**config.mk**
```make
export PLATFORM = sky130hd
export DESIGN_NAME = pc_fetch_ctrl
export DESIGN_NICKNAME = d
export VERILOG_FILES = /design/src/rtl/pc_fetch_ctrl.sv
export SDC_FILE = /design/constraint.sdc
export NUM_CORES = 1
export LEC_CHECK = 0
export ABC_AREA = 1
export CAP_MARGIN = 30
export CORE_MARGIN = 4
export CORE_UTILIZATION = 50
export CTS_BUF_LIST = sky130_fd_sc_hd__clkbuf_8
export DETAILED_ROUTE_END_ITERATION = 10
export GPL_TIMING_DRIVEN = 0
export PLACE_DENSITY_LB_ADDON = 0.25
export SETUP_SLACK_MARGIN = 0.4
export SLEW_MARGIN = 20
export SYNTH_ARGS = -nofsm -noshare
export SYNTH_HDL_FRONTEND = slang
export SYNTH_SLANG_ARGS = --single-unit
```
**constraint.sdc**
```tcl
create_clock -name clk -period 2.01 [get_ports clk]
set_input_delay 0.3015 -clock clk [delete_from_list [all_inputs] [get_ports clk]]
set_output_delay 0.3015 -clock clk [all_outputs]
set_load 0.1 [all_outputs]
```
**src/rtl/pc_fetch_ctrl.sv**
```systemverilog
// PC register and instruction-fetch sequencer: one outstanding imem request,
// valid/ready hand-off to decode, and redirect handling with in-flight discard.
//
// state  | meaning
// -------+-----------------------------------------------------------------
// IDLE   | first cycle out of reset, nothing issued
// REQ    | imem_req_o high at pc_q, waiting for grant
// WAIT   | granted, waiting for the response that decode will see
// DROP   | granted, but a redirect happened; swallow the response
// HOLD   | instruction presented to decode until accepted or redirected
module pc_fetch_ctrl #(
   parameter int unsigned      XLEN     = 32,
   parameter logic [XLEN-1:0]  RESET_PC = '0
) (
   input  logic            clk,
   input  logic            rst_n,
   input  logic [1:0]      pcsrc_i,
   input  logic [XLEN-1:0] jump_target_i,
   input  logic [XLEN-1:0] indj_base_i,
   input  logic [11:0]     indj_imm_i,
   output logic            imem_req_o,
   output logic [XLEN-1:0] imem_addr_o,
   input  logic            imem_gnt_i,
   input  logic            imem_rvalid_i,
   input  logic [XLEN-1:0] imem_rdata_i,
   output logic            if_valid_o,
   output logic [XLEN-1:0] if_instr_o,
   output logic [XLEN-1:0] if_pc_o,
   input  logic            if_ready_i,
   output logic            misaligned_o,
   output logic [XLEN-1:0] misaligned_addr_o
);

   typedef enum logic [2:0] {S_IDLE, S_REQ, S_WAIT, S_DROP, S_HOLD} state_t;

   localparam logic [1:0]      PCSRC_JUMP = 2'd1;
   localparam logic [1:0]      PCSRC_INDJ = 2'd2;
   localparam logic [XLEN-1:0] PC_STEP    = XLEN'(4);
   localparam logic [XLEN-1:0] BIT0_MASK  = ~XLEN'(1);

   state_t          state_q, state_d;
   logic [XLEN-1:0] pc_q, pc_d;
   logic            if_valid_q, if_valid_d;
   logic [XLEN-1:0] if_instr_q, if_instr_d;
   logic [XLEN-1:0] if_pc_q, if_pc_d;
   logic            mis_q, mis_d;
   logic [XLEN-1:0] mis_addr_q, mis_addr_d;

   logic [XLEN-1:0] indj_sum;
   logic [XLEN-1:0] target;
   logic            redir;
   logic            redir_ok;

   always_comb begin
      indj_sum = indj_base_i + {{(XLEN-12){indj_imm_i[11]}}, indj_imm_i};
      target   = (pcsrc_i == PCSRC_JUMP) ? jump_target_i : (indj_sum & BIT0_MASK);
      redir    = (pcsrc_i == PCSRC_JUMP) || (pcsrc_i == PCSRC_INDJ);
      redir_ok = redir && !target[1];
   end

   always_comb begin
      state_d    = state_q;
      pc_d       = pc_q;
      if_valid_d = if_valid_q;
      if_instr_d = if_instr_q;
      if_pc_d    = if_pc_q;
      mis_d      = redir && target[1];
      mis_addr_d = mis_d ? target : mis_addr_q;

      case (state_q)
         S_IDLE: state_d = S_REQ;
         S_REQ: begin
            if (imem_gnt_i) state_d = redir_ok ? S_DROP : S_WAIT;
         end
         S_WAIT: begin
            if (imem_rvalid_i) begin
               if (redir_ok) begin
                  state_d = S_REQ;
               end else begin
                  state_d    = S_HOLD;
                  if_valid_d = 1'b1;
                  if_instr_d = imem_rdata_i;
                  if_pc_d    = pc_q;
               end
            end else if (redir_ok) begin
               state_d = S_DROP;
            end
         end
         S_DROP: begin
            if (imem_rvalid_i) state_d = S_REQ;
         end
         S_HOLD: begin
            // a redirect wins over a simultaneous accept
            if (redir_ok) begin
               if_valid_d = 1'b0;
               state_d    = S_REQ;
            end else if (if_ready_i) begin
               if_valid_d = 1'b0;
               pc_d       = pc_q + PC_STEP;
               state_d    = S_REQ;
            end
         end
         default: state_d = S_IDLE;
      endcase

      if (redir_ok) pc_d = {target[XLEN-1:2], 2'b00};
   end

   always_ff @(posedge clk or negedge rst_n) begin
      if (!rst_n) begin
         state_q    <= S_IDLE;
         pc_q       <= RESET_PC;
         if_valid_q <= 1'b0;
         if_instr_q <= '0;
         if_pc_q    <= '0;
         mis_q      <= 1'b0;
         mis_addr_q <= '0;
      end else begin
         state_q    <= state_d;
         pc_q       <= pc_d;
         if_valid_q <= if_valid_d;
         if_instr_q <= if_instr_d;
         if_pc_q    <= if_pc_d;
         mis_q      <= mis_d;
         mis_addr_q <= mis_addr_d;
      end
   end

   assign imem_req_o        = (state_q == S_REQ);
   assign imem_addr_o       = pc_q;
   assign if_valid_o        = if_valid_q;
   assign if_instr_o        = if_instr_q;
   assign if_pc_o           = if_pc_q;
   assign misaligned_o      = mis_q;
   assign misaligned_addr_o = mis_addr_q;

endmodule
```
* After elaboration in Yosys (flattened, before gate mapping)
Cells that the tools add are included.
Cells by class: $add $sub $neg 2, eq/ne operators 12, multiplexer cells 18, bitwise operators 1, reductions and logical operators 12
Operators with widths (number):
- $mux W32 | 4
- $add A32 B3 Y32 const B | 1
- $add A32 B32 Y32 | 1
- $mux W3 | 7
- $pmux W3 S5 | 1
- $reduce_and A4 Y1 | 2
- $eq A3 B2 Y1 const B | 2
- $ne A2 B2 Y1 const B | 3
- $ne A3 B3 Y1 const B | 2
- $reduce_bool A2 Y1 | 3
- $mux W1 | 5
- $eq A3 B1 Y1 const B | 1
- $eq A3 B3 Y1 const B | 1
- $logic_not A3 Y1 | 1
- $reduce_and A3 Y1 | 1
- $eq A2 B1 Y1 const B | 1
- $eq A2 B2 Y1 const B | 1
- $logic_and A1 B1 Y1 | 2
- $ne A2 B1 Y1 const B | 1
- $pmux W1 S2 | 1
- $reduce_and A2 Y1 | 1
- $logic_not A1 Y1 | 1
- $logic_or A1 B1 Y1 | 1
- $not A1 Y1 | 1
Word-level totals: bits in registers 133, bits of input ports 115, output and inout port bits 131, logic and storage cells 52

* Longest topological paths before layout
Gate-level depths: netlist (run 1).
depth in word-level cells 7, gate-level depth with buffers 15, mapped depth without buffers 15

* Worst setup path before layout (run 1)
No wires, ideal clock.
kind flip-flop to flip-flop, start point register state_q[1], end point register state_q[0], setup time 129 ps, arrival 3027 ps, data required time 1881 ps, path slack -1147 ps, cell stages (with the launch flop) 5, buffers on the path 0, clock period less this slack 3157 ps, path through dfrtp_1 -> nor3_1 -> inv_1 -> o211ai_1 -> o21ai_0
On the way: longest elaborated chain between the ends 3, elaborated cells on any way between the ends 11, classes of those cells eq/ne: 8; mux: 1; reduce/logical: 2
RTL lines:
- from (decl) | line 41 | state_t state_q, state_d;
- from (signal assigned) | line 119 | state_q <= state_d;
- $eq A3 B1 Y1 *
- via imem_req_o | line 21 | output logic imem_req_o,
- $ne A2 B1 Y1 (no line)
- $reduce_and A4 Y1 (no line)
The timed path passes the listed nets; every way through them passes the cells marked *. A chain may end at the register's enable or synchronous reset.

* Worst setup path in the final report (run 1)
start point input port indj_base_i[0], end point register if_pc_q[29] (netlist: if_pc_o[29])
On the way: longest elaborated chain between the ends 6
RTL lines:
- from (decl) | line 19 | input logic [XLEN-1:0] indj_base_i,
- $add A32 B32 Y32 | line 55 | indj_sum = indj_base_i + {{(XLEN-12){indj_imm_i[11]}}, indj_imm_i};
- $mux W32 | line 56 | target = (pcsrc_i == PCSRC_JUMP) ? jump_target_i : (indj_sum & BIT0_MASK);
- $logic_not A1 Y1 | line 58 | redir_ok = redir && !target[1];
- $logic_and A1 B1 Y1 | line 58
- $not A1 Y1 (no line)
- $reduce_and A3 Y1 (no line)
- to (signal assigned) | line 123 | if_pc_q <= if_pc_d;
- to (decl) | line 45 | logic [XLEN-1:0] if_pc_q, if_pc_d;
Every way passes these cells.

==> results of run 1 <==
==> state kept, by name, summed over array words and instances (netlist names) <==
signal / cells
imem_addr_o: 30
if_instr_o: 32
if_valid_o: 1
misaligned_o: 1
misaligned_addr_o: 32
if_pc_o: 30
state_q: 3
==> layout by cell type, fill, tap and decap left out, types with 8 or more instances in the layout <==
cell	n
sky130_fd_sc_hd__buf_12	10
sky130_fd_sc_hd__inv_1	158
sky130_fd_sc_hd__nand2_1	434
sky130_fd_sc_hd__inv_2	15
sky130_fd_sc_hd__nor3_2	9
sky130_fd_sc_hd__ha_4	29
sky130_fd_sc_hd__xor2_1	23
sky130_fd_sc_hd__dlygate4sd2_1	36
sky130_fd_sc_hd__a21oi_2	19
sky130_fd_sc_hd__buf_2	93
sky130_fd_sc_hd__o21ai_1	22
sky130_fd_sc_hd__nor2_1	47
sky130_fd_sc_hd__nand3_1	59
sky130_fd_sc_hd__dfrtp_1	100
sky130_fd_sc_hd__dfrtp_4	18
sky130_fd_sc_hd__nor3_4	8
sky130_fd_sc_hd__or2_2	19
sky130_fd_sc_hd__clkbuf_4	13
sky130_fd_sc_hd__nand2_4	32
sky130_fd_sc_hd__clkdlybuf4s50_1	71
sky130_fd_sc_hd__buf_6	18
sky130_fd_sc_hd__clkbuf_8	21
sky130_fd_sc_hd__a22oi_2	12
sky130_fd_sc_hd__buf_8	20
sky130_fd_sc_hd__nor2_4	15
sky130_fd_sc_hd__buf_4	86
sky130_fd_sc_hd__nand2_2	69
sky130_fd_sc_hd__nand3_2	34
sky130_fd_sc_hd__dfrtp_2	11
sky130_fd_sc_hd__o21ai_2	12
sky130_fd_sc_hd__nor2_2	21
sky130_fd_sc_hd__a31oi_1	10
==> area by class of cell <==
type / count / area [um^2] / share of cell area, %
inverters: 181 / 729 / 5.19
repair inverters: 1 / 11.3 / 0.0801
clock inverters: 11 / 136 / 0.970
clock buffers: 21 / 289 / 2.06
repair buffers: 329 / 2870 / 20.4
plain buffers: 36 / 443 / 3.15
multi-input cells: 941 / 5990 / 42.6
flip-flops and latches: 129 / 3310 / 23.5
well taps: 220 / 275 / 1.96
==> layer usage <==
layer | GRT usage [%] | vias up | wire length (um)
met5 | 0 | - | 0
met4 | 13.2 | 0 | 1710
met3 | 4.94 | 128 | 2130
met2 | 57.9 | 510 | 17900
met1 | 36.5 | 4817 | 13000
li1 | - | 4699 | -
==> worst max-delay path, cell delays in order <==
cell and delay, ps:
sky130_fd_sc_hd__buf_8 100, sky130_fd_sc_hd__nand2_8 60, sky130_fd_sc_hd__inv_6 30, sky130_fd_sc_hd__fa_2 500
sky130_fd_sc_hd__or2_4 120, sky130_fd_sc_hd__o21ai_4 70, sky130_fd_sc_hd__nand2_8 110, sky130_fd_sc_hd__nand2_4 60
sky130_fd_sc_hd__nor2_4 170, sky130_fd_sc_hd__clkinv_4 140, sky130_fd_sc_hd__buf_12 160, sky130_fd_sc_hd__clkbuf_16 160
sky130_fd_sc_hd__nand2_1 60, sky130_fd_sc_hd__o21ai_1 60
==> logic make-up (layout without fill, tap and decap cells) <==
group | count (synthesis) | count (layout)
compound gates | 104 | 104
xor+xnor | 29 | 29
fa+ha+maj | 33 | 33
buf+inv | 217 | 579
flops | 129 | 129
other cells | 1 | 4
simple gates | 771 | 771
==> report_power, final <==
| part | total, W | internal, W | switching (W) |
|---|---|---|---|
| logic | 0.0145 | 0.00338 | 0.0112 |
| clock network | 0.00240 | 0.00135 | 0.00105 |
| registers | 0.00479 | 0.00374 | 0.00106 |
| total | 0.0217 | 0.00846 | 0.0133 |
==> metrics by stage <==
step	total power, W	hold WS [ps]	instance area, um^2	instances
global placement	0.0175	452	11500	1748
finish	0.0217	367	14100	1869
CTS	0.0203	365	13100	1823
floorplan	0.0143	5.91	8850	1287
detailed placement	0.0178	245	11600	1750
global route	0.0225	388	14100	1869
==> path summary, 6_finish.rpt <==
check | startpoint | end | slack [ps] | cells past startpoint
max | indj_base_i[0] | if_pc_o[29] | 200 | 14
min | rst_n | state_q[1] | 370 | 2
max reg2reg | imem_addr_o[3] | imem_addr_o[20] | 240 | 10
min reg2reg | if_instr_o[8] | if_instr_o[8] | 470 | 2
max in group asynchronous | rst_n | imem_addr_o[24] | 870 | 3
min in group clk | imem_rdata_i[4] | if_instr_o[4] | 390 | 3
==> what timing repair did <==
item / in CTS / in global routing
cloned: 5 / 8
pin swaps: 82 / 70
hold buffers: 1 / 0
resized for setup: 886 / 298
setup endpoints to repair: 256 / 172
hold endpoints to repair: 53 / 0
setup buffers: 35 / 38
==> run summary, run 1 <==
The flow ran to the end, and the final reports show no timing, DRC or antenna violations. The synthesized design contains 0 enable-type register cells. The worst path uses 90.1% of the clock period. For this configuration, the core starts out at a cell density of 51.6%. At the end of routability-driven placement, the weighted congestion stood at 0.919. Row generation in the floorplan step produced 47 rows. The tools report the highest clock frequency the design can meet as 552 MHz. The root buffer cell was sky130_fd_sc_hd__clkbuf_8.

The sink count of the clock tree was 129. A synthesized cell averages 6.71 um^2. The run gives 0 as the number of max-capacitance violations reported.

The worst setup path is captured at a flop. In the routed design, unresolved DRC markers number 0. For the final number of hold-violating endpoints, the log shows 0. Of the total synthesized cell area, the portion taken by AND, OR, NAND and NOR gates is 37.0%. The most frequently used flop master after synthesis is sky130_fd_sc_hd__dfrtp_1.

Summing the areas of all compound-gate instances in the mapped netlist gives 7.05% of the synthesized area. In this run the worst path has a maximum fanout of 6. The proportion of synthesized flip-flops having asynchronous set or reset works out to 100%. In the final layout, the share of cells above drive strength 1 is 38.5%. The fraction of synthesized cell area in xor and xnor cells was 2.95%. Summing every instance area after synthesis gives 8610 um^2.

The synthesized design contains 129 register bits. The detail-routed via count per cell works out to 5.43. The run gives 16700 um^2 as the standard cell core area. The logs give 799 for the DRC marker count from the first detailed-route iteration and 37.5% for the portion of the post-synthesis area used by sequential elements. The total vias in the final route is 10200, and the area growth from synthesis to layout is 63.2%.

The post-synthesis mux area share was 0%; the worst setup margin was 199 ps. The clock passes through at most 2 buffers. By instance count, the leading cell after synthesis is sky130_fd_sc_hd__nand2_1. Class of the most critical setup path: in -> reg. The detail route stage leaves a number of antenna-violating nets equal to 0. Across the VDD grid, the largest voltage drop is 0.00143 V. Cell taking the most area after synthesis: sky130_fd_sc_hd__dfrtp_1. The cell leakage power is 7.18 nW, and the data arrival time of the worst path is 2140 ps. The clock-pin transition on the worst setup and hold timing paths came out at 80 ps.

The commonest cells after synthesis are sky130_fd_sc_hd__nand2_1 (534), sky130_fd_sc_hd__inv_1 (176), sky130_fd_sc_hd__dfrtp_1 (129). The sort of element at the start of the critical path was an input pin. Adding up every negative setup slack in the final design gives 0 ps.

Yosys printed 0 warnings. The routed length per instance works out to 18.6 um. The post-synthesis adder-cell area fraction is 4.88%. The logs give 0 for the final count of pins violating max slew and 65.1% for the tightest slew margin relative to the limit.

Cells fill 84.1% of the core in the end. The die height was 139 um; the count of buffers from port buffering was 241. The logs give 13.6 ps for the worst clock skew and 5 for the detailed-routing iteration count for the pre-antenna-repair pass. The run gives -1170 ps as the post-place setup slack.

The tools report the initial antenna violation count as 0. Total power density per cell area: 1550 nW/um^2. The leftover overflow at the end of global routing was 0; the shortest period the worst path allows was 1810 ps.

After synthesis, the cell types taking the most area are sky130_fd_sc_hd__dfrtp_1 (37%), sky130_fd_sc_hd__nand2_1 (23%), sky130_fd_sc_hd__inv_1 (7.7%). The I/O pin count is 246. TritonCTS built the clock tree.

Count of unique library cells instantiated by Yosys: 42. The number of diodes is 0. At the pin with the least slew margin, the transition time is 527 ps. The clock latency of the later-clocked register in the worst-skew pair is 450 ps. For this run, the total global-route usage over all layers was measured as 31.6%.

The run gives 49.6 mm as the wire length of the first global-routing pass. Entering global routing, the biggest net connects 77 pins. The die outline width is 139 um. The number of cells produced by synthesis is 1284, and the H-tree depth is 4.

The count of endpoints failing setup in the final report came out at 0. Setup repair after global routing could not meet its margin everywhere. For the total CTS buffers, the log shows 17. Required time at the endpoint of the critical path: 2330 ps.

Class of the tightest hold or removal check: in -> async. The final layout contains 1784 nets. The tools report the post-detailed-placement half-perimeter wirelength as 22.9 mm.

The logs give 34.7 mm for the detailed-route wire length and 19400 um^2 for the die footprint. By area, the combinational part of the netlist is dominated by simple AND/OR/NAND/NOR gates. The fill cell instance count of the final layout is 982, and the via count of the first global-routing pass is 9800. The share of synthesized area in the top cell type comes to 37.5%.
(Power assumes the default switching activity.)
==> run 2, diff against run 1 <==
--- a/config.mk
+++ b/config.mk
@@ -10,6 +10,7 @@
 export CORE_MARGIN = 4
 export CORE_UTILIZATION = 50
 export CTS_BUF_LIST = sky130_fd_sc_hd__clkbuf_8
+export CTS_CLUSTER_DIAMETER = 40
 export DETAILED_ROUTE_END_ITERATION = 10
 export GPL_TIMING_DRIVEN = 0
 export PLACE_DENSITY_LB_ADDON = 0.25
==> results of run 2 <==
The final DEF is identical to that of run 1; final timing and power are the same.
